--- src/rtl/mux_sel_rr_arbiter.sv ---
// Round-robin arbiter that drives the registered select of a C_INPUTS-way mux.
// Optional grant timeout and TIMEOUT output when MUX_SEL_TIMEOUT_EN is defined.
//
// Ports:
//   CLK      rising-edge clock
//   ACLR_N   asynchronous active-low reset
//   CE       clock enable (low freezes all state)
//   SCLR     synchronous clear, overrides CE
//   REQ      per-source level request
//   DONE     granted source releases the mux
//   S        registered binary select of the granted source
//   GNT      registered one-hot grant (zero when idle)
//   VALID    high while a grant is active
//   HOLD_CNT cycles elapsed in the current grant (saturating)
//   TIMEOUT  one-cycle pulse on a timeout release (MUX_SEL_TIMEOUT_EN only)
module mux_sel_rr_arbiter #(
  parameter int C_INPUTS     = 4,
  parameter int C_SEL_WIDTH  = 2,
  parameter int C_MAX_HOLD   = 8,
  parameter int C_HOLD_WIDTH = 4
) (
  input  logic                    CLK,
  input  logic                    ACLR_N,
  input  logic                    CE,
  input  logic                    SCLR,
  input  logic [C_INPUTS-1:0]     REQ,
  input  logic                    DONE,
  output logic [C_SEL_WIDTH-1:0]  S,
  output logic [C_INPUTS-1:0]     GNT,
  output logic                    VALID,
`ifdef MUX_SEL_TIMEOUT_EN
  output logic                    TIMEOUT,
`endif
  output logic [C_HOLD_WIDTH-1:0] HOLD_CNT
);

  generate
    if ((C_INPUTS > (2 ** C_SEL_WIDTH)) || (C_INPUTS < 2)
        || (C_MAX_HOLD < 2)) begin : g_bad_param
      $error("mux_sel_rr_arbiter: bad parameters");
    end
  endgenerate

  typedef enum logic {
    ST_IDLE  = 1'b0,
    ST_GRANT = 1'b1
  } state_t;

  state_t                  r_state;
  logic [C_SEL_WIDTH-1:0]  r_s;
  logic [C_SEL_WIDTH-1:0]  r_ptr;
  logic [C_INPUTS-1:0]     r_gnt;
  logic                    r_valid;
  logic [C_HOLD_WIDTH-1:0] r_hold;
  logic                    r_timeout;

  logic [C_INPUTS-1:0]     w_rot;
  logic [C_SEL_WIDTH-1:0]  w_pick;
  logic                    w_any;
  logic [C_SEL_WIDTH-1:0]  w_s_next;
  logic                    w_drop;
  logic                    w_tmo;
  logic                    w_release;
  logic [C_HOLD_WIDTH-1:0] w_hold_inc;

  // Requests rotated so bit 0 is the source at PTR.
  assign w_rot = C_INPUTS'({REQ, REQ} >> r_ptr);

  // First set bit of the rotated vector, mapped back to a source index.
  always_comb begin
    int v_idx;
    w_pick = '0;
    w_any  = 1'b0;
    v_idx  = 0;
    for (int k = C_INPUTS - 1; k >= 0; k--) begin
      if (w_rot[k]) begin
        v_idx = int'(r_ptr) + k;
        if (v_idx >= C_INPUTS) begin
          v_idx = v_idx - C_INPUTS;
        end
        w_pick = C_SEL_WIDTH'(v_idx);
        w_any  = 1'b1;
      end
    end
  end

  assign w_s_next = (r_s == C_SEL_WIDTH'(C_INPUTS - 1))
                  ? '0 : r_s + C_SEL_WIDTH'(1);

  // Owner dropped its request (GNT is the one-hot of S).
  assign w_drop = ~|(REQ & r_gnt);

`ifdef MUX_SEL_TIMEOUT_EN
  assign w_tmo = (r_hold == C_HOLD_WIDTH'(C_MAX_HOLD - 1));
`else
  assign w_tmo = 1'b0;
`endif

  assign w_release = DONE | w_drop | w_tmo;

  assign w_hold_inc = (&r_hold) ? r_hold : r_hold + C_HOLD_WIDTH'(1);

  always_ff @(posedge CLK or negedge ACLR_N) begin
    if (!ACLR_N) begin
      r_state   <= ST_IDLE;
      r_s       <= '0;
      r_ptr     <= '0;
      r_gnt     <= '0;
      r_valid   <= 1'b0;
      r_hold    <= '0;
      r_timeout <= 1'b0;
    end else if (SCLR) begin
      r_state   <= ST_IDLE;
      r_s       <= '0;
      r_ptr     <= '0;
      r_gnt     <= '0;
      r_valid   <= 1'b0;
      r_hold    <= '0;
      r_timeout <= 1'b0;
    end else if (CE) begin
      r_timeout <= 1'b0;
      unique case (r_state)
        ST_IDLE: begin
          if (w_any) begin
            r_state <= ST_GRANT;
            r_s     <= w_pick;
            r_gnt   <= C_INPUTS'(1) << w_pick;
            r_valid <= 1'b1;
            r_hold  <= '0;
          end
        end
        ST_GRANT: begin
          if (w_release) begin
            r_state   <= ST_IDLE;
            r_gnt     <= '0;
            r_valid   <= 1'b0;
            r_hold    <= '0;
            r_ptr     <= w_s_next;
            r_timeout <= w_tmo & ~DONE & ~w_drop;
          end else begin
            r_hold <= w_hold_inc;
          end
        end
        default: begin
          r_state <= ST_IDLE;
        end
      endcase
    end
  end

  assign S        = r_s;
  assign GNT      = r_gnt;
  assign VALID    = r_valid;
  assign HOLD_CNT = r_hold;
`ifdef MUX_SEL_TIMEOUT_EN
  assign TIMEOUT  = r_timeout;
`else
  logic w_unused;
  assign w_unused = r_timeout;
`endif

endmodule

--- config.mk ---
export PLATFORM = sky130hd
export DESIGN_NAME = mux_sel_rr_arbiter
export DESIGN_NICKNAME = d
export VERILOG_FILES = /design/src/rtl/mux_sel_rr_arbiter.sv
export SDC_FILE = /design/constraint.sdc
export NUM_CORES = 1
export LEC_CHECK = 0
export ABC_CLOCK_PERIOD_IN_PS = 1400
export BUFFER_PORTS_ARGS = -buffer_cell sky130_fd_sc_hd__buf_2
export CELL_PAD_IN_SITES_DETAIL_PLACEMENT = 0
export CELL_PAD_IN_SITES_GLOBAL_PLACEMENT = 2
export CORE_MARGIN = 2
export CORE_UTILIZATION = 29
export DETAILED_ROUTE_END_ITERATION = 10
export GPL_ROUTABILITY_DRIVEN = 0
export PLACE_DENSITY_LB_ADDON = 0.25
export SLEW_MARGIN = 20
export SYNTH_ARGS = -nofsm -noshare
export SYNTH_HDL_FRONTEND = slang
export SYNTH_SLANG_ARGS = --single-unit
--- constraint.sdc ---
create_clock -name CLK -period 1.4 [get_ports CLK]
set_clock_uncertainty 0.1 [all_clocks]
set_input_delay 0.14 -clock CLK [delete_from_list [all_inputs] [get_ports CLK]]
set_output_delay 0.14 -clock CLK [all_outputs]
set_load 0.005 [all_outputs]
==> out/qor.txt <==
slowest stage cell on the critical path = or4_4
Top Family by Delay on Critical Path = simple AND/OR/NAND/NOR gates
Synth Area in XOR/XNOR = 0%
vias per inst = 5.22
met3 global-route usage = 2.90%
Clk Latency, worst-skew pair = 0.27 ns
Peak VDD IR = 0.000410 V
startpoint types = register
top post-synthesis cells by area = dfrtp_1 42%, o2bb2ai_1 5.2%, a22oi_4 5.1%, a21oi_1 4.2%, a2111oi_4 3.3%
initial antenna violation count = 0
syn avg cell area = 11.4 sq um
fin nets = 134
Initial DRC Count = 19
share of cells above drive strength 1 = 63.6%
EDFF count, synth = 0
Crit. End Element = register
Final setup viols = 8
clk buf depth = 2
Worst Path Arrival = 1.65 ns
fmax = 647 MHz
Max-Cap Viols = 0
Final Hold Fails = 0
crit path kind = reg2reg
worst path required time = 1.51 ns
root buf cell = clkbuf_4
min Tclk post-route = 1.55 ns
fillers = 272
Main synth FF type = dfrtp_1
vias in the first global route = 813
Static Leak = 0.000670 uW
Final WS setup = -0.147 ns
Worst path max stage delay = 0.48 ns
dominant combinational cell family by area after synthesis = compound AO/OA/AOI/OAI gates
Mapped Cells = 74
Detailed Routing Iterations Pass 1 = 5
clock transition at the registers of the reported paths = 0.08 ns
GRT Max-Usage Layer = met2
Pwr Density = 670 nW/um^2
first-pass GRT wire length = 3670 um
Post-synth top cells = 14 x dfrtp_1, 7 x a21oi_1, 5 x o2bb2ai_1
Die Y = 57.8 um
pre-CTS setup slack = -0.135 ns
simple-gate area share of the yosys netlist = 16.2%
Tcrit/Tclk final = 110%
fin. max-slew vios = 0
top cell type's share of synthesized area = 41.7%
compound-gate portion of the synthesized area = 33.6%
ANT nets after route = 0
outcome = complete, but fails checks
DRC = 0
ys async rst share = 100%
Initial Util = 30.5%
Top Ports = 20
Routed Wire Length = 2240 um
pin count of the biggest net entering global routing = 15
met1 Track Usage GR = 16.8%
RSZ-0062 raised after global routing = yes
synth warn = 0
syn nets = 85
Netlist Area Pre-Place = 841 sq um
IO buf count = 19
area grow syn2layout = 62.4%
failing checks = setup timing
slew margin rel. = 63.9%
row count = 19
Core Footprint = 2760 sq um
CTS tree = built
total CTS buffers = 3
Hold Crit Class = in2reg
largest area contributor in the netlist = dfrtp_1
GR Util met2 = 26.1%
Synth Area in Adders = 2.98%
sequential-to-total area share from yosys stat = 41.7%
clock sink total = 14
GRT Residual Overflow = 0
mux contribution to synthesized area = 3.72%
worst-margin pin slew = 0.536 ns
antenna fix cells = 0
# H-tree levels = 1
Crit path buffers/inverters = 0
FF+latch count, synth = 14
vias = 794
Die Area = 3350 sq um
post-synthesis cell type count = 35
gr usage total = 14.7%
post-DP HPWL = 1680 um
chip width = 57.8 um
most numerous cell in the Yosys netlist = dfrtp_1
Min Hold Slack = 0.110 ns
wire length per cell = 14.7 um
Most common cell on crit path = a21oi_2
worst path cell trace = a22oi_4 > a21oi_2 > or4_4 > a21oi_2
Worst Path Max Fanout = 3
==> cell type report <==
| class | instances | area [sq um] | share of cell area, % |
|---|---|---|---|
| sequential | 14 | 352 | 25.8 |
| timing repair buffer | 45 | 324 | 23.7 |
| tap | 31 | 38.8 | 2.84 |
| multi-input combinational | 58 | 624 | 45.7 |
| clock buffer | 3 | 22.5 | 1.65 |
| inverter | 1 | 3.75 | 0.275 |
==> routing by layer <==
layer / vias up / wire, um
li1: 390 / -
met1: 390 / 961
met2: 12 / 1180
met3: 2 / 80
met4: 0 / 22
met5: - / 0
==> power breakdown <==
group          internal [uW]  switching [uW]
clock                   99.5             126
sequential               419            13.8
combinational            131             125
total                    650             265
==> what timing repair did <==
action,CTS,global route
resized for setup,20,12
setup endpoints to repair,10,14
hold endpoints to repair,14,0
hold buffers,1,0
buffers inserted,2,4
pin swaps,6,14
gates cloned,0,0
==> through the flow <==
stage	cell area, sq um	total power [uW]	TNS, ns	utilization [%]	instances
finish	1370	914	-0.880	49.5	152
global route	1370	972	-1.97	49.5	152
CTS	1290	902	-0.651	46.7	148
detailed placement	1130	627	-0.932	40.8	143
global placement	1130	625	-0.788	40.8	143
floorplan	841	521	-0.0820	-	74
==> tightest hold or removal path: cells and delay by family <==
family,cells,cell delay (ns)
AO/OA/AOI/OAI,1,0.06
buffers and inverters,1,0.13
AND/OR/NAND/NOR,1,0.11
==> path summary, 6_finish.rpt <==
| check | start | to | slack [ns] | cells past startpoint |
|---|---|---|---|---|
| setup / recovery | GNT[0] | r_ptr[0] | -0.15 | 4 |
| hold / removal | CE | r_ptr[1] | 0.11 | 3 |
| setup reg to reg | GNT[0] | r_ptr[0] | -0.15 | 4 |
| hold reg to reg | VALID | VALID | 0.39 | 1 |
| max in group asynchronous | ACLR_N | r_ptr[1] | 0.73 | 2 |
| min in group asynchronous | ACLR_N | HOLD_CNT[3] | 0.20 | 2 |
==> registers in the layout (all words and copies together), names as in the netlist <==
name      count
HOLD_CNT      4
VALID         1
r_ptr         2
GNT           4
S             2
r_state       1
==> cell usage in the layout (no fill, tap or decap), types with 2 or more instances in the layout <==
cell type	n
a21o_1	2
a21oi_1	4
a21oi_2	4
a22oi_4	2
buf_2	19
buf_4	19
buf_6	5
clkbuf_4	3
dfrtp_1	13
ha_1	2
nand2_1	3
nand2b_4	3
nand3_1	2
nor2_1	3
o21ai_0	2
o21ai_1	2
o2bb2ai_2	3
==> cell families after synthesis <==
kind of cell | after synthesis
multiplexers | 3
AND/OR/NAND/NOR | 22
buffers and inverters | 2
adder cells (fa/ha/maj) | 2
AO/OA/AOI/OAI | 31
flip-flops | 14
(Power assumes the default switching activity.)
